[src/rtl/ntt_bank_sched.sv]
// Bank/row address scheduler and crossbar-select generator for the 8-bank NTT coefficient memory.
// Define NTT_BANK_CONFLICT_CHK_EN to build the sticky bank-conflict checker (conflict_err).
module ntt_bank_lane #(
  parameter int ADDR_W = 7,
  parameter int LANE   = 0
) (
  input  logic [4:0]        v0,
  input  logic [1:0]        v1,
  input  logic [1:0]        v2,
  input  logic [ADDR_W-1:0] cnt,
  output logic [2:0]        bank,
  output logic [ADDR_W-1:0] row
);
  localparam int LOG_N = ADDR_W + 3;
  localparam int NCH   = (LOG_N + 2) / 3;
  localparam logic [2:0] K = 3'(LANE);

  logic [3*NCH-1:0] idx;
  logic [ADDR_W-1:0] rem;

  // lane bits land on v0/v1/v2; counter bits fill the other positions LSB first
  always_comb begin
    idx  = '0;
    rem  = cnt;
    bank = '0;
    for (int b = 0; b < LOG_N; b++) begin
      if (v0 == 5'(b))                 idx[b] = K[0];
      else if (b < 3 && v1 == 2'(b))   idx[b] = K[1];
      else if (b < 3 && v2 == 2'(b))   idx[b] = K[2];
      else begin
        idx[b] = rem[0];
        rem    = rem >> 1;
      end
    end
    for (int q = 0; q < NCH; q++) bank = bank ^ idx[3*q +: 3];
  end

  assign row = idx[LOG_N-1:3];
endmodule

module ntt_bank_sched #(
  parameter int ADDR_W = 7
) (
  input  logic              clk,
  input  logic              rst_n,
  input  logic              start,
  input  logic              issue_ready,
  output logic              issue_valid,
  output logic [4:0]        stage,
  output logic [ADDR_W-1:0] lane_addr_0, lane_addr_1, lane_addr_2, lane_addr_3,
  output logic [ADDR_W-1:0] lane_addr_4, lane_addr_5, lane_addr_6, lane_addr_7,
  output logic [2:0]        sel_0, sel_1, sel_2, sel_3, sel_4, sel_5, sel_6, sel_7,
  output logic              busy,
  output logic              done,
  output logic              conflict_err
);
  localparam int NUM_LANES = 8;
  localparam int LOG_N     = ADDR_W + 3;

  typedef enum logic [1:0] {IDLE, ISSUE, DONE} state_t;
  state_t state, state_n;

  logic [4:0]        s, s_n;
  logic [ADDR_W-1:0] c, c_n;
  logic [1:0]        v1, v2;
  logic [4:0]        s_mod3;

  logic [NUM_LANES-1:0][2:0]        bank_n;
  logic [NUM_LANES-1:0][ADDR_W-1:0] row_n, row_q;
  logic [NUM_LANES-1:0][2:0]        sel_n, sel_q;
  logic                             dup_n;

  always_comb begin
    state_n = state;
    s_n     = s;
    c_n     = c;
    case (state)
      IDLE: if (start) begin
        state_n = ISSUE;
        s_n     = '0;
        c_n     = '0;
      end
      ISSUE: if (issue_ready) begin
        if (c == {ADDR_W{1'b1}}) begin
          c_n = '0;
          if (s == 5'(LOG_N-1)) begin
            state_n = DONE;
            s_n     = '0;
          end else s_n = s + 5'd1;
        end else c_n = c + 1'b1;
      end
      default: state_n = IDLE;
    endcase
  end

  // the two low varied bits are the {0,1,2} positions whose residue mod 3 differs from s
  assign s_mod3 = s_n % 5'd3;
  always_comb begin
    v1 = 2'd1;
    v2 = 2'd2;
    case (s_mod3)
      5'd1:    begin v1 = 2'd0; v2 = 2'd2; end
      5'd2:    begin v1 = 2'd0; v2 = 2'd1; end
      default: begin v1 = 2'd1; v2 = 2'd2; end
    endcase
  end

  for (genvar k = 0; k < NUM_LANES; k++) begin : g_lane
    ntt_bank_lane #(.ADDR_W(ADDR_W), .LANE(k)) u_lane (
      .v0(s_n), .v1(v1), .v2(v2), .cnt(c_n), .bank(bank_n[k]), .row(row_n[k])
    );
  end

  always_comb begin
    sel_n = '0;
    dup_n = 1'b0;
`ifdef NTT_BANK_CONFLICT_CHK_EN
    begin
      logic [NUM_LANES-1:0] claimed;
      claimed = '0;
      for (int k = 0; k < NUM_LANES; k++) begin
        if (claimed[bank_n[k]]) dup_n = 1'b1;
        claimed[bank_n[k]] = 1'b1;
        sel_n[bank_n[k]]   = 3'(k);
      end
    end
`else
    for (int k = 0; k < NUM_LANES; k++) sel_n[bank_n[k]] = 3'(k);
`endif
  end

  // outputs register the group about to be current, so they line up with (s,c)
  always_ff @(posedge clk) begin
    if (!rst_n) begin
      state       <= IDLE;
      s           <= '0;
      c           <= '0;
      issue_valid <= 1'b0;
      busy        <= 1'b0;
      done        <= 1'b0;
      stage       <= '0;
      row_q       <= '0;
      sel_q       <= '0;
    end else begin
      state       <= state_n;
      s           <= s_n;
      c           <= c_n;
      issue_valid <= (state_n == ISSUE);
      busy        <= (state_n == ISSUE);
      done        <= (state_n == DONE);
      stage       <= (state_n == ISSUE) ? s_n : 5'd0;
      row_q       <= (state_n == ISSUE) ? row_n : '0;
      sel_q       <= (state_n == ISSUE) ? sel_n : '0;
    end
  end

`ifdef NTT_BANK_CONFLICT_CHK_EN
  always_ff @(posedge clk) begin
    if (!rst_n)                                 conflict_err <= 1'b0;
    else if (state == IDLE && start)            conflict_err <= dup_n;
    else if (state_n == ISSUE && dup_n)         conflict_err <= 1'b1;
  end
`else
  logic unused_dup;
  assign unused_dup   = dup_n;
  assign conflict_err = 1'b0;
`endif

  assign {lane_addr_7, lane_addr_6, lane_addr_5, lane_addr_4,
          lane_addr_3, lane_addr_2, lane_addr_1, lane_addr_0} = row_q;
  assign {sel_7, sel_6, sel_5, sel_4, sel_3, sel_2, sel_1, sel_0} = sel_q;
endmodule
[config.mk]
export PLATFORM = sky130hd
export DESIGN_NAME = ntt_bank_sched
export DESIGN_NICKNAME = d
export VERILOG_FILES = /design/src/rtl/ntt_bank_sched.sv
export SDC_FILE = /design/constraint.sdc
export NUM_CORES = 1
export LEC_CHECK = 0
export ABC_AREA = 1
export BUFFER_PORTS_ARGS = -buffer_cell sky130_fd_sc_hd__buf_2
export CAP_MARGIN = 20
export CORE_UTILIZATION = 61
export DETAILED_ROUTE_END_ITERATION = 10
export HOLD_SLACK_MARGIN = 0.02
export PLACE_DENSITY = 0.87
export SLEW_MARGIN = 20
export SYNTH_ARGS = -nofsm -noshare
export SYNTH_HDL_FRONTEND = slang
export SYNTH_SLANG_ARGS = --single-unit
export TNS_END_PERCENT = 1
[constraint.sdc]
create_clock -name clk -period 9.4 [get_ports clk]
set_input_delay 0.47 -clock clk [delete_from_list [all_inputs] [get_ports clk]]
set_output_delay 0.47 -clock clk [all_outputs]
set_load 0.005 [all_outputs]
==> qor.txt <==
Sequential power share = 0.408
CP Launch Type = flop
Worst Skew = 0.0109 ns
Post-Route WL = 13,000 um
Critical Path Fanout Max = 16
Fin worst setup slack = 3.88 ns
Die extent in y = 91.7 um
Pwr dens = 125 mW/mm2
Yosys warnings = 0
Pre-CTS setup slack = 4.03 ns
Crit-path slowest cell = dfxtp_1
Worst R2R Start = s[0]
Post-CTS Setup Inserts = 0
Area Growth Syn to Fin = 7.83%
LEAKAGE = 2.84 nW
Slew headroom = 0.597
WHS Endpoint = s[3]
Clock latency on the worst-skew pair = 0.34 ns
CTS Sinks = 59
Initial Util = 0.632
CTS root buf = clkbuf_8
R2r endpoint = sel_7[0]
Vias per inst = 5.68
CP max stage delay = 0.41 ns
Top Ports = 93
Most frequent cells in the layout = nand2_1, nand3_1, buf_2, nor2_1, inv_1
Status = finished clean
Clk slew on worst S/H paths = 0.07 ns
Total track usage = 0.317
Max Cap Violations = 0
Util after Layout = 0.681
Setup CP Type = reg2reg
Pre-Repair DR Iteration Count = 5
H-Tree Depth = 3
Hold path depth = 3
Slew of the pin with the lowest slew margin = 0.602 ns
Post-route ant nets = 0
Peak Freq = 0.181 GHz
Fin. max-slew vios = 0
WP data required = 9.67 ns
Number of global-route vias before repair = 4,651
# rows = 32
Nets@finish = 814
Most common cell after layout, fill and taps aside = nand2_1
Iteration-0 DRC Markers = 433
HP Class = in2reg
RSZ-0062 raised after global routing = false
Hold-fix buffers, CTS = 0
Share of layout cells above drive strength 1 = 0.232
Register-to-register setup slack = 3.88 ns
Hold_sp = rst_n
Yosys cell types = 39
TNS Setup = 0 ns
Cells after Synth = 761
Gate power share = 0.219
Number of diodes = 0
Seq/Total Area, Yosys = 0.241
Gr ovfl total = 0
CTS Buf Count = 9
CP most frequent cell = nand2_1
Max VDD drop = 0.0734 mV
Die width = 91.7 um
Sw Ratio = 0.311
Vias post-DR = 5,180
Fin cells = 912
#FFs+latches synth = 59
Post-DP HPWL = 10,400 um
Clock power share = 0.373
Die area = 0.00841 mm2
Largest net degree at the start of global routing = 41
Power after layout = 664 uW
Mapped Area = 0.00491 mm2
Min cycle time layout = 5.52 ns
Avg Inst Size Synth = 6.45 um2
DRC viols = 0
Global-route wire length before repair = 21,500 um
Fin. Hold Viols = 0
Dpl cells = 896
RD Place Congestion = 0.931
CP endpoint kind = flop
Tcrit/Tclk final = 0.587
CTS Buffer Depth = 2
CTS tree = built
Setup-failing EPs final = 0
NetSw = 206 uW
Worst r2r path cells = 39
DR WL/cell = 14.3 um
Critical Path AT = 5.78 ns
Cell Int Power = 457 uW
PortBufs = 91
Core Box Area = 0.00777 mm2
CTS resizes = 0
Initial antenna violation count = 0
Syn_nets = 770
==> power by group through the flow <==
stage               clock [mW]  combinational (mW)  sequential (mW)
detailed placement           0               0.140            0.277
floorplan                    0               0.101            0.279
CTS                      0.246               0.141            0.271
finish                   0.248               0.145            0.271
global placement             0               0.138            0.276
global route             0.258               0.161            0.273
==> Yosys cell counts (all sizes together) <==
cell	number	area [um2]
clkinv	1	3.75
nand3	126	743
nand4	25	156
buf	52	393
ha	5	62.6
dfxtp	59	1180
o211ai	2	15.0
xor2	16	174
a21o	1	7.51
nor3	3	15.0
o311ai	1	8.76
nand2	229	957
clkbuf	7	26.3
a41oi	16	140
nor2	94	403
and2	2	12.5
nor4	1	6.26
conb	1	3.75
xnor2	14	145
a21oi	16	91.3
nor3b	1	7.51
inv	80	300
or3	1	11.3
o21ai	8	43.8
==> per-stage QoR <==
step | instance area (um2) | hold WS, ns
floorplan | 4910 | 0.553
CTS | 5290 | 0.607
global placement | 5080 | 0.612
detailed placement | 5080 | 0.620
global route | 5290 | 0.654
finish | 5290 | 0.604
==> registers in the layout, summed over array words and instances, names as in the netlist, 3 cells and up <==
signal	flops
sel_7	3
sel_5	3
sel_1	3
s	5
sel_6	3
stage	5
lane_addr_6	7
lane_addr_7	7
c	7
sel_0	3
sel_2	3
sel_4	3
sel_3	3
==> layer usage <==
layer  share of wire  up-vias  global-route usage
li1                -     2513                   -
met1            0.45     2373               0.422
met2            0.46      271               0.519
met3           0.081       23              0.0514
met4           0.018        0               0.112
met5               0        -                   0
==> layout make-up <==
cell class	instances	area, um2
multi-input combinational	562	3000
sequential	59	1180
fill	704	2470
inverter	81	304
clock inverter	4	47.5
tap	102	128
timing repair buffer	92	463
clock buffer	12	165
==> logic make-up after synthesis <==
logic type / Yosys count / share of synthesized area
AND/OR/NAND/NOR: 482 / 0.471
flip-flops: 59 / 0.241
XOR/XNOR: 30 / 0.0650
buffers and inverters: 140 / 0.147
other: 1 / 0.000764
adder cells (fa/ha/maj): 5 / 0.0127
AO/OA/AOI/OAI: 44 / 0.0625
==> worst max-delay path by stage <==
stage,end,from,cells after the start
after CTS,sel_7[0],s[0],39
after floorplan,sel_2[0],s[0],40
after global routing,sel_7[1],s[0],38
after global placement,sel_7[1],issue_ready,35
final,sel_7[0],s[0],39
after detailed placement,sel_7[0],issue_ready,39
==> worst max-delay path: cells and delay by family, from the launching register on <==
kind	cells	cell delay, ns
compound gates	2	0.40
xor+xnor	2	0.54
fa+ha+maj	2	0.41
buf+inv	7	0.81
flops	1	0.41
simple gates	26	2.86
(Power assumes the default switching activity.)
